[src/rtl/var_access_unit.sv]
// var_access_unit
//   Decodes a variable number into a frame-pointer relative (local) or
//   global-pointer relative (global) byte address. It then reads or writes
//   one full DATA_W-bit word over a byte-wide memory port. Words are stored
//   big-endian: the most significant byte is at the lowest address.
//   The unit takes one request at a time.
//
// Ports
//   clk, rst      clock, synchronous active-high reset
//   FP, GP        frame / global pointer, sampled when a request is accepted
//   req_valid     request present
//   req_ready     unit idle and able to accept
//   req_write     1 = write, 0 = read
//   req_var       variable number
//   req_wdata     write word
//   rsp_valid     one-cycle response pulse
//   rsp_data      read word (0 for writes and errors), held between pulses
//   rsp_err       illegal variable number, qualified by rsp_valid
//   mem_addr      byte address (holds its value between strobes)
//   mem_rd        read strobe; the byte returns on mem_rdata one cycle later
//   mem_wr        write strobe
//   mem_wdata     write byte (holds its value between strobes)
//   mem_rdata     read byte
module var_access_unit #(
   parameter int ADDR_W      = 16,
   parameter int DATA_W      = 16,
   parameter int N_LOCALS    = 15,
   parameter int GLOBAL_BASE = 16
) (
   input  logic              clk,
   input  logic              rst,
   input  logic [ADDR_W-1:0] FP,
   input  logic [ADDR_W-1:0] GP,
   input  logic              req_valid,
   output logic              req_ready,
   input  logic              req_write,
   input  logic [7:0]        req_var,
   input  logic [DATA_W-1:0] req_wdata,
   output logic              rsp_valid,
   output logic [DATA_W-1:0] rsp_data,
   output logic              rsp_err,
   output logic [ADDR_W-1:0] mem_addr,
   output logic              mem_rd,
   output logic              mem_wr,
   output logic [7:0]        mem_wdata,
   input  logic [7:0]        mem_rdata
);

   localparam int                WB        = DATA_W / 8;
   localparam int                CW        = (WB > 1) ? $clog2(WB) : 1;
   localparam logic [CW-1:0]     LAST_BYTE = CW'(WB - 1);
   localparam logic [7:0]        NL_V      = 8'(N_LOCALS);
   localparam logic [7:0]        GB_V      = 8'(GLOBAL_BASE);
   localparam logic [ADDR_W-1:0] WB_A      = ADDR_W'(WB);

   typedef enum logic [1:0] {
      IDLE,
      ERR,
      ACCESS,
      RLAST
   } state_e;

   state_e            state_q;
   logic              write_q;
   logic [CW-1:0]     cnt_q;
   logic [DATA_W-1:0] wbuf_q;
   logic [DATA_W-1:0] rbuf_q;

   logic              ready_q;
   logic              rsp_valid_q;
   logic              rsp_err_q;
   logic [DATA_W-1:0] rsp_data_q;
   logic [ADDR_W-1:0] mem_addr_q;
   logic              mem_rd_q;
   logic              mem_wr_q;
   logic [7:0]        mem_wdata_q;

   // Decode of the request as currently presented
   logic              legal_d;
   logic [ADDR_W-1:0] base_d;
   // Read buffer with the byte on mem_rdata appended as the least significant byte
   logic [DATA_W-1:0] rbuf_d;
   logic [CW-1:0]     cnt_d;

   always_comb begin
      legal_d = 1'b0;
      base_d  = '0;
      if ((req_var != 8'd0) && (req_var <= NL_V)) begin
         legal_d = 1'b1;
         base_d  = FP + WB_A * ADDR_W'(req_var - 8'd1);
      end else if (req_var >= GB_V) begin
         legal_d = 1'b1;
         base_d  = GP + WB_A * ADDR_W'(req_var - GB_V);
      end
   end

   always_comb begin
      rbuf_d = (rbuf_q << 8) | DATA_W'(mem_rdata);
      cnt_d  = cnt_q + 1'b1;
   end

   // Only the decoded start address is kept at accept. Every later byte
   // address is derived from it, so FP/GP changes after accept have no effect.
   always_ff @(posedge clk) begin
      if (rst) begin
         state_q     <= IDLE;
         write_q     <= 1'b0;
         cnt_q       <= '0;
         wbuf_q      <= '0;
         rbuf_q      <= '0;
         ready_q     <= 1'b1;
         rsp_valid_q <= 1'b0;
         rsp_err_q   <= 1'b0;
         rsp_data_q  <= '0;
         mem_addr_q  <= '0;
         mem_rd_q    <= 1'b0;
         mem_wr_q    <= 1'b0;
         mem_wdata_q <= '0;
      end else begin
         rsp_valid_q <= 1'b0;
         rsp_err_q   <= 1'b0;

         case (state_q)
            IDLE: begin
               if (req_valid && ready_q) begin
                  ready_q <= 1'b0;
                  write_q <= req_write;
                  if (!legal_d) begin
                     state_q     <= ERR;
                     rsp_valid_q <= 1'b1;
                     rsp_err_q   <= 1'b1;
                     rsp_data_q  <= '0;
                  end else begin
                     state_q    <= ACCESS;
                     cnt_q      <= '0;
                     mem_addr_q <= base_d;
                     mem_rd_q   <= ~req_write;
                     mem_wr_q   <= req_write;
                     wbuf_q     <= req_wdata << 8;
                     if (req_write) begin
                        mem_wdata_q <= req_wdata[DATA_W-1 -: 8];
                        // A single-byte write responds in its only byte cycle
                        if (WB == 1) begin
                           rsp_valid_q <= 1'b1;
                           rsp_data_q  <= '0;
                        end
                     end
                  end
               end
            end

            ERR: begin
               state_q <= IDLE;
               ready_q <= 1'b1;
            end

            ACCESS: begin
               // Read data lags its strobe by one cycle: the byte for strobe
               // cnt_q-1 is on mem_rdata now.
               if (!write_q && (cnt_q != '0)) begin
                  rbuf_q <= rbuf_d;
               end
               if (cnt_q == LAST_BYTE) begin
                  mem_rd_q <= 1'b0;
                  mem_wr_q <= 1'b0;
                  if (write_q) begin
                     state_q <= IDLE;
                     ready_q <= 1'b1;
                  end else begin
                     state_q <= RLAST;
                  end
               end else begin
                  cnt_q      <= cnt_d;
                  mem_addr_q <= mem_addr_q + 1'b1;
                  if (write_q) begin
                     mem_wdata_q <= wbuf_q[DATA_W-1 -: 8];
                     wbuf_q      <= wbuf_q << 8;
                     // The response rides on the final write byte cycle
                     if (cnt_d == LAST_BYTE) begin
                        rsp_valid_q <= 1'b1;
                        rsp_data_q  <= '0;
                     end
                  end
               end
            end

            RLAST: begin
               // First cycle captures the final byte and raises the response;
               // the second cycle (response visible) returns to IDLE so that
               // req_ready rises only after the pulse.
               if (!rsp_valid_q) begin
                  rsp_valid_q <= 1'b1;
                  rsp_data_q  <= rbuf_d;
                  rbuf_q      <= rbuf_d;
               end else begin
                  state_q <= IDLE;
                  ready_q <= 1'b1;
               end
            end

            default: begin
               state_q  <= IDLE;
               ready_q  <= 1'b1;
               mem_rd_q <= 1'b0;
               mem_wr_q <= 1'b0;
            end
         endcase
      end
   end

   assign req_ready = ready_q;
   assign rsp_valid = rsp_valid_q;
   assign rsp_data  = rsp_data_q;
   assign rsp_err   = rsp_err_q;
   assign mem_addr  = mem_addr_q;
   assign mem_rd    = mem_rd_q;
   assign mem_wr    = mem_wr_q;
   assign mem_wdata = mem_wdata_q;

endmodule

[config.mk]
export PLATFORM = sky130hd
export DESIGN_NAME = var_access_unit
export DESIGN_NICKNAME = d
export VERILOG_FILES = /design/src/rtl/var_access_unit.sv
export SDC_FILE = /design/constraint.sdc
export NUM_CORES = 1
export LEC_CHECK = 0
export ABC_AREA = 1
export BUFFER_PORTS_ARGS = -buffer_cell sky130_fd_sc_hd__buf_4
export CORE_MARGIN = 2
export CORE_UTILIZATION = 40
export CTS_CLUSTER_SIZE = 30
export DETAILED_ROUTE_END_ITERATION = 10
export HOLD_SLACK_MARGIN = 0.03
export MAX_ROUTING_LAYER = met4
export PLACE_DENSITY_LB_ADDON = 0.3
export SLEW_MARGIN = 30
export SYNTH_ARGS = -nofsm -noshare
export SYNTH_HDL_FRONTEND = slang
export SYNTH_SLANG_ARGS = --single-unit
[constraint.sdc]
create_clock -name clk -period 2.3 [get_ports clk]
set_input_delay 0.345 -clock clk [delete_from_list [all_inputs] [get_ports clk]]
set_output_delay 0.345 -clock clk [all_outputs]
set_load 0.05 [all_outputs]
### Word level (Yosys, flattened, before mapping)

Index checks and enable logic that the tools add are counted.

* reductions and logical operators: 20
* equal/unequal tests: 14
* $lt $le $gt $ge: 2
* add/sub/neg operators: 6
* bitwise gates (word level): 3
* multiplexer cells: 57

Operator list (number)
* $mux W16: 15
* $pmux W16 S2: 2
* $mux W8: 6
* $pmux W16 S3: 1
* $add A16 B16 Y16: 2
* $pmux W8 S2: 2
* $ne A2 B2 Y1 const B: 11
* $mux W1: 20
* $add A16 B1 Y16 const B: 1
* $or A16 B8 Y16: 1
* $reduce_and A4 Y1: 3
* $mux W2: 5
* $reduce_and A3 Y1: 3
* $sub A8 B1 Y9 const B: 1
* $sub A8 B5 Y9 const B: 1
* $ge A8 B5 Y1 const B: 1
* $le A8 B4 Y1 const B: 1
* $pmux W2 S4: 1
* $reduce_bool A8 Y1: 1
* $reduce_and A7 Y1: 1
* $pmux W1 S2: 3
* $reduce_and A6 Y1: 1
* $reduce_and A5 Y1: 1
* $eq A2 B2 Y1 const B: 2
* other kinds (12): 16

* output and inout bits: 45
* register bits: 73
* input bits: 68

### Depth between registers and ports, before layout

* depth after elaboration: 7
* depth in mapped cells: 18
* mapped depth without buffers: 18

### Least setup slack after synthesis

OpenSTA, ideal clock, no wires.

* path kind: input port to flip-flop
* start: input port req_var[4]
* end: register mem_addr_q[15], in the netlist mem_addr[15]
* library setup time: 0.070 ns
* setup slack: 0.011 ns
* arrival time: 2.219 ns
* cell stages on the path: 18
* data required time: 2.230 ns
* cells stage by stage: inv_1 > ha_1 > nand2_2 > inv_1 > nand2_1 > inv_1 > ha_1 > nand2_1 > inv_1 > nand2_1 > nand2_1 > a21oi_1 > nand2_1 > nand2_1 > nand3_1 > nand2_1 > nand2_1 > a21oi_1

* word-level cells in the longest chain between the ends: 7
* elaborated cells between the ends (all ways): 17
* those cells by class: 4 x add/sub; 2 x order compare; 1 x eq/ne; 7 x mux; 3 x reduce/logical

RTL lines
* start, declared: RTL line 37 `input logic [7:0] req_var,`
* $sub A8 B5 Y9: RTL line 93 `base_d = GP + WB_A * ADDR_W'(req_var - GB_V);`
* $add A16 B16 Y16: RTL line 93
* $mux W16: RTL line 91 `end else if (req_var >= GB_V) begin`
* $mux W16: RTL line 88 `if ((req_var != 8'd0) && (req_var <= NL_V)) begin`
* $mux W16: RTL line 128 `if (!legal_d) begin`
* $mux W16: RTL line 125 `if (req_valid && ready_q) begin`
* $pmux W16 S2: RTL line 123 `case (state_q)`
* end signal, assigned: RTL line 136 `mem_addr_q <= base_d;`
* end signal, assigned: RTL line 174 `mem_addr_q <= mem_addr_q + 1'b1;`
* end, declared: RTL line 73 `logic [ADDR_W-1:0] mem_addr_q;`

Parallel ways exist; a longest one is shown, timed or not. The select of a mux whose other input is x is not followed.
A chain may end at the register's enable or synchronous reset.

### Worst setup path after layout

Same ends and word-level chain as after synthesis.

==> impl_metrics.env <==
export IMPL_minimum_period_implied_by_the_final_worst_setup_slack_ns=2.10
export IMPL_fmax_mhz=477
export IMPL_synth_main_ff_cell="sky130_fd_sc_hd__dfxtp_1"
export IMPL_post_synth_num_cell_types=37
export IMPL_yosys_area_top_type="sky130_fd_sc_hd__dfxtp_1"
export IMPL_wire_length_per_cell_after_detailed_routing_um=12.6
export IMPL_finalWeightedCongestion=0.929
export IMPL_drt_initial_violations=358
export IMPL_timing_final_crit_share_pct=91.1
export IMPL_detail_route_antenna_nets=0
export IMPL_final_hold_worst_slack_ns=0.243
export IMPL_clkLatencyLatePin_ns=0.33
export IMPL_antenna_found_initial=0
export IMPL_path_clk_slew_ns=0.05
export IMPL_multi_input_comb_area_sq_um=3440
export IMPL_cp_common_cell="sky130_fd_sc_hd__nand2_1"
export IMPL_post_synth_instance_area_sq_um=5190
export IMPL_utilization_pct=55.4
export IMPL_detailedRoute_firstPassIterationCount=6
export IMPL_routed_wirelength_um=15400
export IMPL_critical_path_class="in -> reg"
export IMPL_ys_seq_elements=65
export IMPL_most_frequent_cell_after_synthesis="sky130_fd_sc_hd__nand2_1"
export IMPL_hold_path_class="in -> reg"
export IMPL_path_cells="buf_4 -> inv_2 -> ha_1 -> nand2_2 -> inv_1 -> buf_4 -> ha_1 -> nand2_1 -> inv_1 -> nand2_1 -> nor3_1 -> nand2_1 -> nand3_1 -> nand3_1 -> nand2_1 -> nand2_1 -> a21oi_1"
export IMPL_max_slew_worst_pin_slew_ns=0.663
export IMPL_max_cap_violations=0
export IMPL_cp_start_kind="primary input"
export IMPL_instances_no_fill=1224
export IMPL_cts_root_buf="sky130_fd_sc_hd__clkbuf_16"
export IMPL_place_area_sq_um=6630
export IMPL_peakVddDrop_mv=0.542
export IMPL_finalInstanceArea_sq_um=7010
export IMPL_tritoncts_clock_tree="yes"
export IMPL_timing_final_hold_violations=0
export IMPL_syn_area_cell_sq_um=5.91
export IMPL_netlist_top_cells_area="sky130_fd_sc_hd__dfxtp_1, sky130_fd_sc_hd__nand2_1, sky130_fd_sc_hd__ha_1"
export IMPL_outcome="completed"
export IMPL_antenna_diode_count=0
export IMPL_post_synth_top_area_fraction_pct=25.1
export IMPL_clock_tree_buffer_depth=2
export IMPL_timing_critical_path_buf_inv=5
export IMPL_numPlacedInstances=1208
export IMPL_io_pin_count=113
export IMPL_synth_edf_count=0
export IMPL_inserted_clock_buffers=9
export IMPL_tritoncts_num_sinks=65
export IMPL_area_of_all_sequential_standard_cells_sq_um=1300
export IMPL_critPathCaptureType="register"
export IMPL_p_leak_nw=3.73
export IMPL_die_width_um=118
export IMPL_cts_htree_levels=3
export IMPL_final_setup_skew_ns=0.00603
export IMPL_floorplan_initialDensity_pct=41.0
export IMPL_seq_total_area_yosys_pct=25.1
export IMPL_cp_required_ns=2.56
export IMPL_core_area_sq_um=12700
export IMPL_synth_net_count=984
export IMPL_worst_slew_margin_rel_pct=55.7
export IMPL_synth_async_sr_flop_share_pct=0
export IMPL_number_of_global_route_vias_before_repair=5403
export IMPL_die_area_sq_um=13900
export IMPL_grt_overflow_total=0
export IMPL_layout_filler_cells=1328
export IMPL_critical_path_arrival_ns=2.36
export IMPL_io_buffers=112
export IMPL_grt_usage_pct=22.9
export IMPL_via_per_inst=4.79
export IMPL_largest_net_degree_at_the_start_of_global_routing=40
export IMPL_dp_hpwl_um=12000
export IMPL_grt_pass1_wl_um=25600
export IMPL_die_height_um=118
export IMPL_postSynthCellCount=879
export IMPL_cpLargestDelayFamily="simple AND/OR/NAND/NOR gates"
export IMPL_power_density_nw_per_um2=999
export IMPL_detailroute_via_count=5857
export IMPL_grt_setup_unrepaired="true"
export IMPL_final_count_of_pins_violating_max_slew=0
export IMPL_report_final_setup_viol=0
export IMPL_critical_path_peak_fanout=7
export IMPL_share_of_cells_above_drive_strength_1_pct=21.8
export IMPL_drc=0
export IMPL_slowest_stage="sky130_fd_sc_hd__ha_1"
export IMPL_cts_hold_fix_buffers=0
export IMPL_yosys_warnings=0
export IMPL_floorplan_rows=41
export IMPL_ranking_of_synthesized_cells_by_instance_count="sky130_fd_sc_hd__nand2_1, sky130_fd_sc_hd__inv_1, sky130_fd_sc_hd__nor2_1, sky130_fd_sc_hd__nand3_1, sky130_fd_sc_hd__dfxtp_1"
export IMPL_finalNetCount=1152
export IMPL_critPathMaxStageDelay_ns=0.36
export IMPL_layout_area_overhead_vs_synth_pct=35.1
-- worst min-delay path, stage by stage --
cell and delay (ns):
sky130_fd_sc_hd__buf_4 0.08, sky130_fd_sc_hd__nor2_1 0.04, sky130_fd_sc_hd__nor2_1 0.08
-- logic make-up (layout without fill, tap and decap cells) --
logic type	after synthesis	count (layout)	synth area share (%)
AND/OR/NAND/NOR	525	525	42.4
adder cells (fa/ha/maj)	37	37	9.21
AO/OA/AOI/OAI	97	97	9.74
buffers and inverters	135	308	10.2
XOR/XNOR	19	19	3.21
multiplexers	1	1	0.193
flip-flops	65	65	25.1
-- registers in the layout, summed over array words and instances (netlist names) --
signal	flops
rbuf_q	8
write_q	1
wbuf_q	8
rsp_valid	1
mem_wdata	8
cnt_q	1
mem_rd	1
state_q	2
rsp_data	16
req_ready	1
mem_wr	1
mem_addr	16
rsp_err	1
-- final cells by class --
| cell class | instances | area share [%] |
|---|---|---|
| Timing Repair Buffer | 174 | 18.6 |
| Inverter | 118 | 6.37 |
| Clock inverter | 4 | 0.731 |
| Tap cell | 172 | 3.07 |
| Sequential cell | 65 | 18.6 |
| Clock buffer | 12 | 3.66 |
| Multi-Input combinational cell | 679 | 49.0 |
-- metal layers --
| layer | GRT usage [%] | routed length [um] | vias to the layer above |
|---|---|---|---|
| met5 | - | 0 | - |
| met4 | 3.92 | 161 | 0 |
| met3 | 4.12 | 641 | 15 |
| met2 | 37.9 | 7300 | 121 |
| met1 | 29.7 | 7300 | 2612 |
| li1 | - | - | 3109 |
-- worst paths after layout --
check,from,end,slack (ns),cells after the start
max,req_var[4],mem_addr[15],0.20,17
min,mem_rdata[1],rbuf_q[1],0.24,3
max reg2reg,mem_addr[0],mem_addr[14],0.34,8
min reg2reg,wbuf_q[11],wbuf_q[11],0.46,2
-- power breakdown --
| part | internal (mW) | switching, mW | total [mW] |
|---|---|---|---|
| Combinational | 1.29 | 2.61 | 3.90 |
| Clock | 0.897 | 0.492 | 1.39 |
| Sequential | 1.45 | 0.267 | 1.71 |
| Total | 3.63 | 3.37 | 7.01 |
-- per-stage QoR --
step	setup WS, ns	TNS (ns)	total power [mW]
after floorplan	0.0115	0	4.44
after global placement	-0.165	-1.18	5.59
after detailed placement	-0.229	-1.56	5.59
after CTS	0.122	0	7.01
after global routing	-0.0161	-0.0361	7.55
final	0.204	0	7.01
-- placed cells by master, fill, tap and decap left out, types with 2 or more instances in the layout --
cell type	count
sky130_fd_sc_hd__nand2_1	308
sky130_fd_sc_hd__buf_4	174
sky130_fd_sc_hd__inv_1	110
sky130_fd_sc_hd__nor2_1	99
sky130_fd_sc_hd__nand3_1	74
sky130_fd_sc_hd__dfxtp_1	65
sky130_fd_sc_hd__a21oi_1	56
sky130_fd_sc_hd__ha_1	32
sky130_fd_sc_hd__o21ai_0	27
sky130_fd_sc_hd__xor2_1	12
sky130_fd_sc_hd__clkbuf_16	9
sky130_fd_sc_hd__nand2_2	8
sky130_fd_sc_hd__nand4_1	8
sky130_fd_sc_hd__xnor2_1	7
sky130_fd_sc_hd__nor2_2	6
sky130_fd_sc_hd__a21oi_2	5
sky130_fd_sc_hd__nor3_1	5
sky130_fd_sc_hd__inv_2	5
sky130_fd_sc_hd__nand3b_1	4
sky130_fd_sc_hd__and2_1	3
sky130_fd_sc_hd__or2_2	3
sky130_fd_sc_hd__a211oi_1	3
sky130_fd_sc_hd__nand3_4	3
sky130_fd_sc_hd__clkinv_2	2
sky130_fd_sc_hd__o211ai_1	2
sky130_fd_sc_hd__fa_1	2
sky130_fd_sc_hd__ha_4	2
sky130_fd_sc_hd__clkbuf_8	2
-- what timing repair did --
item                                   4_1_cts  5_1_grt
setup endpoints to repair                    0        9
resized for setup                            0       22
setup buffers                                0        0
endpoints found under the hold margin        0        0
(Power assumes the default switching activity.)
